### config.mk
export PLATFORM = sky130hd
export DESIGN_NAME = aes_round_key_sequencer
export DESIGN_NICKNAME = d
export VERILOG_FILES = /design/src/rtl/aes_round_key_sequencer.sv
export SDC_FILE = /design/constraint.sdc
export NUM_CORES = 2
export LEC_CHECK = 0
export ABC_CLOCK_PERIOD_IN_PS = 43700
export BUFFER_PORTS_ARGS = -buffer_cell sky130_fd_sc_hd__buf_2
export CAP_MARGIN = 25
export CORE_AREA = 10 10 595 597
export DETAILED_ROUTE_END_ITERATION = 8
export DIE_AREA = 0 0 605 607
export GPL_TIMING_DRIVEN = 0
export HOLD_SLACK_MARGIN = 0.03
export PLACE_DENSITY = 0.42
export SLEW_MARGIN = 20
export SYNTH_ARGS = -nofsm -noshare
export SYNTH_HDL_FRONTEND = slang
export SYNTH_SLANG_ARGS = --single-unit
### constraint.sdc
create_clock -name clk -period 43.7 [get_ports clk]
set_input_delay 4.37 -clock clk [delete_from_list [all_inputs] [get_ports clk]]
set_output_delay 4.37 -clock clk [all_outputs]
set_load 0.02 [all_outputs]
### src/rtl/aes_round_key_sequencer.sv
// aes_round_key_sequencer
//   Captures an AES key schedule and streams it to a round-key consumer.
//   K0 comes from cipher_key on key_start. K1..K(NO_ROUNDS) come from the
//   key generator's W bus, captured when its last per-round valid rises.
//   The stored schedule is streamed over a valid/ready handshake, either
//   ascending (encrypt, K0 first) or descending (decrypt, K(NO_ROUNDS) first).
//
// Parameters
//   DATA_W     round key width
//   NO_ROUNDS  number of expanded round keys carried on W
//
// Ports
//   clk, reset            clock, asynchronous active-high reset
//   key_start, cipher_key start a new schedule, K0 value
//   W, W_valid            expanded keys (round 1 in the MSBs), per-round valids
//   seq_start, dec_mode   stream request, direction (1 = descending)
//   rk_ready              consumer ready
//   rk_data, rk_idx       current round key and its index
//   rk_valid, rk_last     key valid, final key of the stream
//   keys_loaded, busy     schedule stored, loading or streaming
//
// Build option
//   AES_KEY_ZEROIZE_EN    wipe the schedule after one complete stream and
//                         return to IDLE instead of LOADED
module aes_round_key_sequencer #(
  parameter int unsigned DATA_W    = 128,
  parameter int unsigned NO_ROUNDS = 10
) (
  input  logic                          clk,
  input  logic                          reset,
  input  logic                          key_start,
  input  logic [DATA_W-1:0]             cipher_key,
  input  logic [NO_ROUNDS*DATA_W-1:0]   W,
  input  logic [NO_ROUNDS-1:0]          W_valid,
  input  logic                          seq_start,
  input  logic                          dec_mode,
  input  logic                          rk_ready,
  output logic [DATA_W-1:0]             rk_data,
  output logic                          rk_valid,
  output logic [3:0]                    rk_idx,
  output logic                          rk_last,
  output logic                          keys_loaded,
  output logic                          busy
);

  localparam int unsigned IDX_W = 4;
  localparam int unsigned NKEYS = NO_ROUNDS + 1;
  localparam logic [IDX_W-1:0] LAST_IDX = IDX_W'(NO_ROUNDS);

  typedef enum logic [1:0] {
    IDLE      = 2'd0,
    WAIT_KEYS = 2'd1,
    LOADED    = 2'd2,
    STREAM    = 2'd3
  } state_t;

  state_t             state_q, state_d;
  logic [DATA_W-1:0]  keys_q [NKEYS];
  logic               dec_q, dec_d;

  logic [DATA_W-1:0]  rk_data_d;
  logic               rk_valid_d;
  logic [IDX_W-1:0]   rk_idx_d;
  logic               rk_last_d;
  logic               keys_loaded_d;
  logic               busy_d;

  logic               load_k0;
  logic               load_w;
  logic               clear_keys;

  logic [IDX_W-1:0]   fetch_idx;
  logic [DATA_W-1:0]  fetch_key;

  // Only the top W_valid bit matters; the rest are deliberately ignored.
  logic unused_w_valid;
  assign unused_w_valid = ^W_valid;

  // Index of the key that would be presented next: the stream's first key
  // when starting from LOADED, otherwise the neighbour of the current one.
  always_comb begin
    fetch_idx = '0;
    if (state_q == LOADED) begin
      fetch_idx = dec_mode ? LAST_IDX : '0;
    end else if (dec_q) begin
      fetch_idx = rk_idx - IDX_W'(1);
    end else begin
      fetch_idx = rk_idx + IDX_W'(1);
    end
  end

  assign fetch_key = keys_q[fetch_idx];

  // Next-state and next-output logic.
  always_comb begin
    state_d       = state_q;
    dec_d         = dec_q;
    rk_data_d     = rk_data;
    rk_valid_d    = rk_valid;
    rk_idx_d      = rk_idx;
    rk_last_d     = rk_last;
    keys_loaded_d = keys_loaded;
    load_k0       = 1'b0;
    load_w        = 1'b0;
    clear_keys    = 1'b0;

    if (key_start) begin
      // New schedule wins over everything, including an active stream.
      load_k0       = 1'b1;
      state_d       = WAIT_KEYS;
      keys_loaded_d = 1'b0;
      rk_valid_d    = 1'b0;
      rk_data_d     = '0;
      rk_idx_d      = '0;
      rk_last_d     = 1'b0;
    end else begin
      unique case (state_q)
        IDLE: begin
        end
        WAIT_KEYS: begin
          if (W_valid[NO_ROUNDS-1]) begin
            load_w        = 1'b1;
            state_d       = LOADED;
            keys_loaded_d = 1'b1;
          end
        end
        LOADED: begin
          if (seq_start) begin
            dec_d      = dec_mode;
            state_d    = STREAM;
            rk_valid_d = 1'b1;
            rk_data_d  = fetch_key;
            rk_idx_d   = fetch_idx;
            rk_last_d  = 1'b0;
          end
        end
        STREAM: begin
          if (rk_valid && rk_ready) begin
            if (rk_last) begin
              rk_valid_d = 1'b0;
              rk_data_d  = '0;
              rk_idx_d   = '0;
              rk_last_d  = 1'b0;
`ifdef AES_KEY_ZEROIZE_EN
              state_d       = IDLE;
              keys_loaded_d = 1'b0;
              clear_keys    = 1'b1;
`else
              state_d       = LOADED;
`endif
            end else begin
              rk_data_d = fetch_key;
              rk_idx_d  = fetch_idx;
              rk_last_d = dec_q ? (fetch_idx == '0) : (fetch_idx == LAST_IDX);
            end
          end
        end
        default: begin
          state_d = IDLE;
        end
      endcase
    end

    busy_d = (state_d == WAIT_KEYS) || (state_d == STREAM);
  end

  // State, output and key storage registers.
  always_ff @(posedge clk or posedge reset) begin
    if (reset) begin
      state_q     <= IDLE;
      dec_q       <= 1'b0;
      rk_data     <= '0;
      rk_valid    <= 1'b0;
      rk_idx      <= '0;
      rk_last     <= 1'b0;
      keys_loaded <= 1'b0;
      busy        <= 1'b0;
      for (int unsigned k = 0; k < NKEYS; k++) begin
        keys_q[k] <= '0;
      end
    end else begin
      state_q     <= state_d;
      dec_q       <= dec_d;
      rk_data     <= rk_data_d;
      rk_valid    <= rk_valid_d;
      rk_idx      <= rk_idx_d;
      rk_last     <= rk_last_d;
      keys_loaded <= keys_loaded_d;
      busy        <= busy_d;
      if (clear_keys) begin
        for (int unsigned k = 0; k < NKEYS; k++) begin
          keys_q[k] <= '0;
        end
      end else begin
        if (load_k0) begin
          keys_q[0] <= cipher_key;
        end
        // Round r sits r-1 slots down from the MSB end of W.
        if (load_w) begin
          for (int unsigned r = 1; r <= NO_ROUNDS; r++) begin
            keys_q[r] <= W[NO_ROUNDS*DATA_W-1-(r-1)*DATA_W -: DATA_W];
          end
        end
      end
    end
  end

endmodule

== Yosys cells after proc, flatten, opt, wreduce, memory -nomap -nowiden ==
Cells that the tools add are included.
Operators by class
  add/sub/neg operators: 2
  multipliers: 0
  divide/modulo/power cells: 0
  order comparisons: 1
  equal/unequal tests: 9
  shift operators: 0
  muxes and demuxes: 40
  bitwise operators: 2
  reduce and logical (&&, ||, !) cells: 10
Operators by type and width (count)
  $mux W128: 6
  $bmux W128 S4: 1
  $pmux W128 S2: 1
  $mux W4: 7
  $mux W1: 16
  $mux W2: 5
  $ne A3 B3 Y1 const B: 3
  $pmux W4 S2: 1
  $eq A2 B2 Y1 const B: 3
  $pmux W2 S3: 1
  $reduce_and A3 Y1: 2
  $ge A5 B5 Y1 const B: 1
  $not A4 Y5: 1
  $add A4 B1 Y4 const B: 1
  $eq A2 B1 Y1 const B: 2
  $eq A4 B4 Y1 const B: 1
  $logic_not A4 Y1: 1
  $pmux W1 S2: 2
  $reduce_and A4 Y1: 1
  $reduce_bool A2 Y1: 2
  $sub A4 B1 Y4 const B: 1
  $reduce_bool A3 Y1: 1
  $reduce_and A2 Y1: 1
  $logic_and A1 B1 Y1: 1
  other kinds (2): 2
Storage, ports and cells
  register bits: 1547
  bits in latches: 0
  bits in writable memories: 0
  bits in read-only memories: 0
  bits of input ports: 1424
  output and inout port bits: 136
  logic and storage cells: 83
  memories: 0

== Logic depth before layout (Yosys ltp) ==
  word-level depth: 11
  depth in mapped cells: 10
  mapped depth without buffers: 6

== Worst setup path before layout ==
Ideal clock, no wire load.
  path kind: input port to flip-flop
  start point: input port key_start
  end point: register keys_q[744] in the netlist's numbering
  setup time: 65 ps
  arrival time: 5766 ps
  data required time: 43635 ps
  path slack: 37869 ps
  stages: 8
  path buffers: 5
  cells stage by stage: clkbuf_1 or3_1 clkbuf_1 clkbuf_1 clkbuf_1 clkbuf_1 nand2_1 nand2_1
Between the ends
  longest elaborated chain between the ends: 1
Ends and longest elaborated chain
  start: declaration: RTL line 31  | input logic key_start,
  $mux W1: RTL line 107  | if (key_start) begin
  end signal: indexed assignment: RTL line 201  | keys_q[r] <= W[NO_ROUNDS*DATA_W-1-(r-1)*DATA_W -: DATA_W];
  end: declaration: RTL line 58  | logic [DATA_W-1:0] keys_q [NKEYS];
No other way between the ends.
A chain may end at the register's enable or synchronous reset.

== Worst setup path in the final report ==
  start point: input port key_start
  end point: register keys_q[868] in the netlist's numbering
Same word-level chain as after synthesis.

==> flow_metrics.env <==
export IMPL_status="finished, final reports clean"
export IMPL_syn_inst=8108
export IMPL_synth_mux_area_frac=0.0560
export IMPL_netlist_area_um2=71700
export IMPL_r2r_slack_ps=38500
export IMPL_drc_errors=0
export IMPL_vias=69700
export IMPL_fin_area_um2=93900
export IMPL_drt_iter0_markers=6822
export IMPL_max_slew_margin=0.142
export IMPL_cp_start_kind="input port"
export IMPL_ys_warn_count=0
export IMPL_htree_num_levels=4
export IMPL_p_per_area_nw_per_um2=52.8
export IMPL_ir_drop_v=0.0000304
export IMPL_synth_commonest_cells="4101 x nand2_1, 1546 x dfrtp_1, 406 x clkbuf_1"
export IMPL_fin_crit_ps=6880
export IMPL_yosysSeqAreaShare=0.539
export IMPL_synth_top_cell_area_share=0.539
export IMPL_clk_path_buf_depth=4
export IMPL_ant_nets=0
export IMPL_antenna_found_initial=239
export IMPL_cts_sinks=1546
export IMPL_tns_ps=0
export IMPL_synth_top_family_by_area="simple AND/OR/NAND/NOR gates"
export IMPL_die_x_um=605
export IMPL_postCtsSetupBuffers=0
export IMPL_synth_area_leaders="dfrtp_1 54%, nand2_1 21%, mux2i_1 3.6%"
export IMPL_fin_nets=11400
export IMPL_synthAdderAreaFrac=0.000628
export IMPL_drt_first_pass_iters=6
export IMPL_grt_total_usage=0.250
export IMPL_syn_area_per_cell_um2=8.85
export IMPL_start_util=0.210
export IMPL_power_uw=4960
export IMPL_clockRootBuffer="clkbuf_16"
export IMPL_ctsResizeCount=0
export IMPL_place_area_um2=87000
export IMPL_criticalPathCategory="in -> reg"
export IMPL_cap_violations=0
export IMPL_yosysTopAreaCell="dfrtp_1"
export IMPL_setup_viol=0
export IMPL_cp_required_ps=44530
export IMPL_cts_buffers=195
export IMPL_yosysMostFrequentCell="nand2_1"
export IMPL_total_leakage_power_uw=0.0466
export IMPL_port_buffers=1549
export IMPL_synth_compound_area_frac=0.0898
export IMPL_r2r_start="dec_q"
export IMPL_clk_pin_slew_ps=60
export IMPL_min_path_type="reg -> reg"
export IMPL_ff2ff_path_depth=10
export IMPL_rsz0062_at_grt="false"
export IMPL_hold_path_end="keys_q[997]"
export IMPL_die_area_um2=367000
export IMPL_grt_pass1_vias=70300
export IMPL_slew_viol_final=0
export IMPL_grt_max_degree=35
export IMPL_overflow=0
export IMPL_worst_path_max_fanout=15
export IMPL_end_kind="flip-flop"
export IMPL_hold_buffers=0
export IMPL_synthXorXnorAreaFrac=0.000366
export IMPL_finClkSkew_ps=69.2
export IMPL_finalCritPeriodShare=0.158
export IMPL_clk_latency_ps=930
export IMPL_hold_viol_final=0
export IMPL_fmax_mhz=145
export IMPL_min_path_cells=2
export IMPL_ys_async_sr_fraction=1.00
export IMPL_worstHoldStart="keys_q[997]"
export IMPL_coreArea_um2=342000
export IMPL_synth_flop_cell="dfrtp_1"
export IMPL_grt_pass1_wl_mm=631
export IMPL_crit_start="key_start"
export IMPL_fin_util=0.275
export IMPL_arrival_ps=7720
export IMPL_hpwl_mm=401
export IMPL_rows=215
export IMPL_place_gp_congestion=0.951
export IMPL_tritoncts="yes"
export IMPL_io_pins=1560
export IMPL_ys_seq_elements=1546
export IMPL_via_per_inst=4.72
export IMPL_drive_above_1_share=0.233
export IMPL_synth_edf_count=0
export IMPL_wl_per_cell_um=32.5
export IMPL_die_y_um=607
export IMPL_r2r_end="rk_data[80]"
export IMPL_postRouteWirelength_mm=480
export IMPL_synth_simple_gate_area_frac=0.275
export IMPL_syn2layout_area_growth_pct=31.0
export IMPL_syn_nets=9535
export IMPL_tightestPinTransition_ps=1280
export IMPL_synth_cell_types=50
==> stage by stage <==
stage,cells,hold WS [ps],worst slack [ps]
floorplan,8108,438,17910
global placement,14200,454,6480
detailed placement,14300,458,35950
CTS,14700,472,36910
global route,14700,489,36670
finish,14800,470,36820
==> cell families after synthesis <==
logic type,after synthesis
buffers and inverters,619
AO/OA/AOI/OAI,788
AND/OR/NAND/NOR,4764
multiplexers,385
flip-flops,1546
adder cells (fa/ha/maj),3
XOR/XNOR,3
==> routing by layer <==
metal / share of wire / global-route usage / vias to the layer above
li1: - / - / 30500
met5: 0.00061 / 0 / -
met2: 0.48 / 0.418 / 3195
met4: 0.042 / 0.0992 / 44
met1: 0.40 / 0.309 / 35100
met3: 0.075 / 0.0629 / 824
==> critical path, cell delays in order <==
cell	delay [ps]
clkbuf_2	410
nor3_1	430
buf_4	650
clkbuf_2	530
buf_12	240
clkbuf_1	340
nand2_1	460
nand2_1	160
==> state kept, by name, indices dropped and copies added, names as in the netlist <==
register     cells
keys_loaded      1
rk_idx           4
state_q          2
rk_data        128
rk_valid         1
dec_q            1
keys_q        1408
rk_last          1
==> area by class of cell <==
type | count | area (um^2)
Timing Repair Buffer | 1640 | 9500
Clock buffer | 276 | 5650
Tap cell | 4557 | 5700
Antenna cell | 112 | 280
Sequential cell | 1546 | 38700
Inverter | 3 | 15.0
Buffer | 616 | 2890
Fill cell | 37100 | 248000
Clock inverter | 74 | 952
Multi-Input combinational cell | 5943 | 30300
==> layout by cell type (no fill, tap or decap), types with 4 or more instances in the layout <==
| master | synthesis | final |
|---|---|---|
| mux2_2 | 129 | 129 |
| dfrtp_1 | 1546 | 1546 |
| clkbuf_1 | 406 | 407 |
| a211oi_1 | 256 | 256 |
| clkbuf_8 | 0 | 42 |
| nor3_1 | 129 | 129 |
| clkinv_4 | 0 | 4 |
| a2111oi_2 | 13 | 19 |
| a2111oi_1 | 87 | 85 |
| clkbuf_2 | 0 | 15 |
| bufinv_16 | 0 | 16 |
| nand2b_1 | 259 | 259 |
| clkinvlp_4 | 0 | 8 |
| inv_6 | 0 | 4 |
| clkinv_16 | 0 | 4 |
| buf_12 | 0 | 72 |
| clkinv_2 | 0 | 36 |
| clkbuf_16 | 0 | 197 |
| nand2_1 | 4101 | 4101 |
| buf_2 | 166 | 1714 |
| buf_16 | 0 | 8 |
| a2111oi_0 | 29 | 25 |
| a2bb2oi_1 | 128 | 128 |
| o21ai_1 | 1 | 7 |
| nor3b_1 | 129 | 129 |
| a221o_1 | 129 | 129 |
| clkbuf_4 | 0 | 23 |
| nand3b_1 | 128 | 128 |
| diode_2 | 0 | 112 |
| buf_6 | 24 | 26 |
| buf_4 | 19 | 21 |
| mux2i_1 | 256 | 256 |
| o21ai_0 | 130 | 124 |
==> power breakdown <==
group / internal, uW / switching, uW / total [uW]
Sequential: 1710 / 179 / 1880
Clock: 996 / 718 / 1710
Combinational: 451 / 906 / 1360
Total: 3150 / 1800 / 4960
==> worst max path at each step <==
| stage | end | slack (ps) | cells after the start |
|---|---|---|---|
| CTS | keys_q[866] | 36910 | 8 |
| finish | keys_q[868] | 36820 | 8 |
| global route | keys_q[866] | 36670 | 8 |
| global placement | keys_q[1287] | 6480 | 2 |
| floorplan | dec_q | 17910 | 1 |
| detailed placement | keys_q[866] | 35950 | 8 |
No activity file was read; power rests on OpenSTA's default activity.
